--- src/rtl/bcd_pkg.sv ---
// Shared constants, digit type and controller state encoding for the digit-serial BCD adder.
package bcd_pkg;
   localparam int DIGIT_W = 4;

   typedef logic [DIGIT_W-1:0] bcd_digit_t;

   localparam bcd_digit_t BCD_MAX  = 4'd9;
   localparam bcd_digit_t BCD_CORR = 4'd6;

   typedef enum logic [1:0] {
      IDLE = 2'd0,
      ADD  = 2'd1,
      DONE = 2'd2
   } state_t;

   function automatic logic bcd_digit_ok(input bcd_digit_t d);
      return (d <= BCD_MAX);
   endfunction
endpackage

--- src/rtl/bcd_digit_add.sv ---
// Single-digit BCD add: binary sum of two digits plus carry, then +6 correction above 9.
import bcd_pkg::*;

module bcd_digit_add (
   input  logic [3:0] a_d,
   input  logic [3:0] b_d,
   input  logic       cin,
   output logic [3:0] s_d,
   output logic       cout
);
   logic [4:0] w_t;
   logic [4:0] w_t_corr;

   always_comb begin
      w_t      = {1'b0, a_d} + {1'b0, b_d} + {4'b0000, cin};
      w_t_corr = w_t + {1'b0, BCD_CORR};
      if (w_t > {1'b0, BCD_MAX}) begin
         s_d  = w_t_corr[3:0];
         cout = 1'b1;
      end else begin
         s_d  = w_t[3:0];
         cout = 1'b0;
      end
   end
endmodule

--- src/rtl/bcd_serial_adder.sv ---
// Digit-serial N-digit BCD adder controller, LSD first, one digit per clock.
// Optional subtract mode (a-b via nines complement of b) when BCD_SUB_EN is defined.
//
// state | meaning
// IDLE  | waiting for start; operands latched and validated on start
// ADD   | one digit of the latched operands added per clock
// DONE  | one-cycle completion pulse; result held afterwards
import bcd_pkg::*;

module bcd_serial_adder #(
   parameter int DIGITS = 4
) (
   input  logic                        clk,
   input  logic                        rst,
   input  logic                        start,
   input  logic [DIGITS*DIGIT_W-1:0]   a,
   input  logic [DIGITS*DIGIT_W-1:0]   b,
`ifdef BCD_SUB_EN
   input  logic                        sub,
`endif
   output logic                        busy,
   output logic                        done,
   output logic [DIGITS*DIGIT_W-1:0]   sum,
   output logic                        cout,
   output logic                        err
);
   localparam int W     = DIGITS * DIGIT_W;
   localparam int IDX_W = (DIGITS > 1) ? $clog2(DIGITS) : 1;
   localparam logic [IDX_W-1:0] LAST = IDX_W'(DIGITS - 1);

   state_t             r_state;
   state_t             w_next;
   logic [W-1:0]       r_a;
   logic [W-1:0]       r_b;
   logic [W-1:0]       r_sum;
   logic [IDX_W-1:0]   r_idx;
   logic               r_carry;
   logic               r_cout;
   logic               r_err;

   logic               w_valid;
   logic               w_last;
   logic               w_cin0;
   logic [W-1:0]       w_b_eff;
   bcd_digit_t         w_a_d;
   bcd_digit_t         w_b_d;
   bcd_digit_t         w_s_d;
   logic               w_c;

   always_comb begin
      w_valid = 1'b1;
      for (int i = 0; i < DIGITS; i++) begin
         if (!bcd_digit_ok(a[i*DIGIT_W +: DIGIT_W]) || !bcd_digit_ok(b[i*DIGIT_W +: DIGIT_W]))
            w_valid = 1'b0;
      end
   end

`ifdef BCD_SUB_EN
   // Complement is applied after validity checking so invalid b digits still flag err.
   always_comb begin
      w_b_eff = b;
      if (sub) begin
         for (int i = 0; i < DIGITS; i++)
            w_b_eff[i*DIGIT_W +: DIGIT_W] = BCD_MAX - b[i*DIGIT_W +: DIGIT_W];
      end
   end
   assign w_cin0 = sub;
`else
   assign w_b_eff = b;
   assign w_cin0  = 1'b0;
`endif

   always_comb begin
      w_a_d = '0;
      w_b_d = '0;
      for (int i = 0; i < DIGITS; i++) begin
         if (r_idx == IDX_W'(i)) begin
            w_a_d = r_a[i*DIGIT_W +: DIGIT_W];
            w_b_d = r_b[i*DIGIT_W +: DIGIT_W];
         end
      end
   end

   bcd_digit_add u_digit_add (
      .a_d  (w_a_d),
      .b_d  (w_b_d),
      .cin  (r_carry),
      .s_d  (w_s_d),
      .cout (w_c)
   );

   assign w_last = (r_idx == LAST);

   always_ff @(posedge clk) begin
      if (rst) r_state <= IDLE;
      else     r_state <= w_next;
   end

   always_comb begin
      w_next = r_state;
      case (r_state)
         IDLE:    if (start) w_next = w_valid ? ADD : DONE;
         ADD:     if (w_last) w_next = DONE;
         DONE:    w_next = IDLE;
         default: w_next = IDLE;
      endcase
   end

   always_ff @(posedge clk) begin
      if (rst) begin
         r_a     <= '0;
         r_b     <= '0;
         r_sum   <= '0;
         r_idx   <= '0;
         r_carry <= 1'b0;
         r_cout  <= 1'b0;
         r_err   <= 1'b0;
      end else begin
         case (r_state)
            IDLE: begin
               if (start) begin
                  r_a     <= a;
                  r_b     <= w_b_eff;
                  r_sum   <= '0;
                  r_idx   <= '0;
                  r_carry <= w_cin0;
                  r_cout  <= 1'b0;
                  r_err   <= ~w_valid;
               end
            end
            ADD: begin
               for (int i = 0; i < DIGITS; i++) begin
                  if (r_idx == IDX_W'(i))
                     r_sum[i*DIGIT_W +: DIGIT_W] <= w_s_d;
               end
               r_carry <= w_c;
               r_idx   <= r_idx + 1'b1;
               if (w_last) r_cout <= w_c;
            end
            default: ;
         endcase
      end
   end

   assign busy = (r_state == ADD);
   assign done = (r_state == DONE);
   assign sum  = r_sum;
   assign cout = r_cout;
   assign err  = r_err;
endmodule

--- config.mk ---
export PLATFORM = sky130hd
export DESIGN_NAME = bcd_serial_adder
export DESIGN_NICKNAME = d
export VERILOG_FILES = /design/src/rtl/bcd_pkg.sv /design/src/rtl/bcd_digit_add.sv /design/src/rtl/bcd_serial_adder.sv
export SDC_FILE = /design/constraint.sdc
export NUM_CORES = 1
export LEC_CHECK = 0
export ABC_AREA = 1
export CAP_MARGIN = 20
export CORE_AREA = 4 4 68 101
export CTS_CLUSTER_DIAMETER = 80
export DETAILED_ROUTE_END_ITERATION = 8
export DIE_AREA = 0 0 72 105
export PLACE_DENSITY = 0.73
export SKIP_CTS_REPAIR_TIMING = 1
export SYNTH_ARGS = -nofsm -noshare
export SYNTH_HDL_FRONTEND = slang
export SYNTH_HIERARCHICAL = 1
export SYNTH_SLANG_ARGS = --single-unit
--- constraint.sdc ---
create_clock -name clk -period 3.5 [get_ports clk]
set_clock_uncertainty 0.1 [all_clocks]
set_input_delay 0.7 -clock clk [delete_from_list [all_inputs] [get_ports clk]]
set_output_delay 0.7 -clock clk [all_outputs]
set_load 0.02 [all_outputs]
==> impl.org <==
** Outcome
- The flow ran to the end, and the final reports show no timing, DRC or antenna violations.

** Final layout
- Utilization of the core after routing :: 0.5776
- Of the cells placed in the final design, the portion with a size suffix greater than 1 is 0.1154.
- The repair_antennas step left the layout with diodes totalling 0.
- P&R area growth vs syn :: 30.74%
- Leaving out filler cells and counting taps, the final layout contains approximately 520.
- The final layout contains about 490 nets.
- Post-layout instance area :: ~0.0035 sq mm

** GRT
- Overflow after GRT :: 0
- The first global-routing pass estimated between 10000 and 15000 microns of wire.
- The via count of the first global-routing pass was about 2.6k.
- All-layer global routing usage :: 0.1905
- Antenna violations before repair :: 0
- Entering global routing, the biggest net connects 35 pins.

** Yosys
- Counting distinct cell types in the post-synthesis netlist gives 23.
- Nets in the synthesized netlist :: 428
- After technology mapping, the gate count stands at between 300 and 400.
- After synthesis the netlist holds a flip-flop and latch count of 55.
- Share of Yosys cell area claimed by the top area cell type :: 0.4124
- Dominant cells by area after synthesis :: dfxtp_1 41%, nor2_1 12%, nand2_1 11%
- Of all flip-flops after synthesis, the portion carrying an async set or reset was 0.
- Sequential cell area fraction in the yosys report :: 0.4124
- In the synthesized netlist the dominant register cell turns out to be dfxtp_1.
- The synthesized netlist occupies a cell area of about 0.0027 sq mm.
- Post-synth top cells :: 85 x nor2_1, 75 x nand2_1, 55 x dfxtp_1
- By instance count, the leading cell after synthesis is nor2_1.
- Post-Synthesis Mean Instance Area :: around 7.0 sq um
- Yosys mapped a number of flops with a built-in enable equal to 0.
- Summed over all instances, the cell type with the most area after synthesis is dfxtp_1.
- Total of warnings raised by yosys :: 6

** Route
- Number of nets with antenna violations after detailed routing :: 0
- Total detailed-routing wirelength :: 6977 microns
- Dividing the detail-routed wire length by the instance count gives approximately 14 microns.
- Initial DRC Count :: about 180
- After detailed routing, the number of remaining DRC violations is 0.
- Via count :: about 2.6k
- Drt first pass iters :: 4
- Via density per instance :: 5.064

** Pwr
- Sw Share :: 0.2622
- Worst vdd rail ir drop :: roughly 0.00024 V
- P per Cell Area :: between 400 and 500 mW/mm^2
- Portion of total power attributed to combinational logic :: 0.195
- PnR Total Power :: 1.440 mW
- Cell internal power was estimated by the tool at ~1.1 mW.
- Of the total power, the clock network draws 0.333.
- Part of the power in registers :: 0.472
- The analysis attributes to cell leakage a power of ~1.5 nW.
- Switching component of the power :: between 0.3 and 0.4 mW

** Floorplanning
- From bottom edge to top edge, the die measures 105 microns.
- The floorplan has 35 rows.
- The die covers 0.007560 sq mm.
- Number of ports placed on the die boundary :: 55
- Starting utilization of the core area :: 0.4418
- Die width :: a little over 70 microns
- Area of the core :: between 0.006 and 0.007 sq mm

** STA
- Dividing the final minimum period by the clock period gives 0.9287.
- Counting I/O delays and the setup requirement, the final critical path takes between 3000 and 4000 ps.
- Slew Viols, Final :: 0
- The number of hold-slack violations in the final timing report came to 0.
- Setup violations remaining at the end of the flow were counted as 0.
- Headroom to the max-slew limit came out at 0.4720.
- For the pin with the worst max-slew slack, the measured transition is 791.2 ps.
- Setup repair after global routing missed its margin :: false
- Max Clock Freq :: approximately 310 MHz

** Clocking
- In this run the deepest clock path goes through 2 buffers.
- Root Buffer Master :: clkbuf_8
- The clock reaches the later pin of the worst-skew pair after 310 ps.
- Clock-pin slew was measured on the worst setup and hold paths at approximately 100 ps.
- TritonCTS created 5 clock buffers.
- CTS tree :: yes
- The H-tree was split into 2 levels.
- The tree built by TritonCTS fans out to between 50 and 60 sinks.

** Critical path
- The worst register-to-register path has a depth of 20.
- Category of the critical setup timing path :: reg2reg
- Kind of start point of the critical path :: flop
- STA classifies the critical path endpoint as a flop.
- Worst-path maximum fanout :: 8
- STA puts the critical path data arrival time at roughly 3400 ps.
- Required time worst endpoint :: roughly 3600 ps

** Place
- Detailed placement ended at an HPWL of ~5400 microns.
- The congestion estimate from routability-driven global placement came to around 0.88.
- Placed Instances :: ~510
- The placed instances occupy a cell area of roughly 0.0033 sq mm.
- In this run the tool buffered the top-level ports with 54 buffer cells.

** Min path
- The tightest min-delay check is of the reg2reg type.
- The worst hold path was traced through 2 stages.

** Flow run
- Max Cap Violations :: 0
==> sequential cells by signal, indices dropped and copies added, names as in the netlist <==
signal / count
r_a: 16
r_b: 16
sum: 16
r_idx: 2
r_state: 2
cout: 1
err: 1
r_carry: 1
==> per-layer routing <==
layer	wire length, microns	track usage	part of all wire	vias up
li1	-	-	-	1349
met1	2729	0.2078	0.39	1174
met2	3679	0.3480	0.53	73
met3	374	0.04235	0.054	17
met4	194	0.07124	0.028	0
met5	0	0	0	-
==> area by class of cell <==
class                           count  area, sq um
Fill cell                         608         2552
Multi-Input combinational cell    283         1416
Sequential cell                    55         1104
Timing Repair Buffer               66        630.6
Inverter                           30        115.1
Tap cell                           74        92.59
Clock buffer                        6        72.57
Clock inverter                      2        60.06
==> power by group through the flow <==
stage	clock [mW]	sequential, mW	combinational [mW]
2_1_floorplan	0	0.686	0.179
3_3_place_gp	0	0.694	0.263
3_5_place_dp	0	0.693	0.269
4_1_cts	0.489	0.679	0.272
5_1_grt	0.516	0.683	0.317
6_report	0.479	0.680	0.281
==> through the flow <==
step                setup TNS, ps  hold WS (ps)  setup WS [ps]
global route                    0         389.7          6.378
floorplan                       0         362.6          140.1
detailed placement         -383.3         353.7         -95.45
finish                          0         369.5          249.4
CTS                         -1003         371.8         -145.9
global placement                0         352.3          37.26
==> worst paths after layout <==
check	start	endpoint	slack (ps)
max	r_idx[1]	sum[6]	250
min	cout	cout	370
max reg2reg	r_idx[1]	sum[6]	250
min reg2reg	cout	cout	370
==> layout by cell type, fill, tap and decap left out, drive strengths merged <==
cell type	netlist	final
nand3	12	12
clkdlybuf4s50	0	54
ha	8	8
a31oi	1	1
a21oi	39	39
inv	30	30
nand2	83	83
o211ai	7	7
nor2	86	86
o21ai	45	45
fa	2	2
dfxtp	55	55
clkbuf	6	6
buf	9	12
bufinv	0	2
==> cell families (layout without fill, tap and decap cells) <==
group                      after synthesis  count (layout)  share of synthesized area
and+or+nand+nor                        181             181                     0.2760
adders and majority gates               10              10                    0.05249
buffers and inverters                   45             104                    0.06983
AOI/OAI and AO/OA                       92              92                     0.1893
DFF                                     55              55                     0.4124
==> critical path, cell delays in order (launching register included) <==
cell and delay [ps]:
dfxtp_2 360, inv_1 60, ha_1 200, inv_2 120, nand2_1 70, o211ai_1 80, a21oi_1 120, fa_2 420
fa_1 390, nand2_1 130, nand2_2 80, ha_2 210, a21oi_4 130, nand2_4 80, nand2_4 70, nand2_1 50
nand2_1 50, inv_1 60, nor2_4 140, nand2_1 90, a21oi_1 170
No activity file was read; power rests on OpenSTA's default activity.
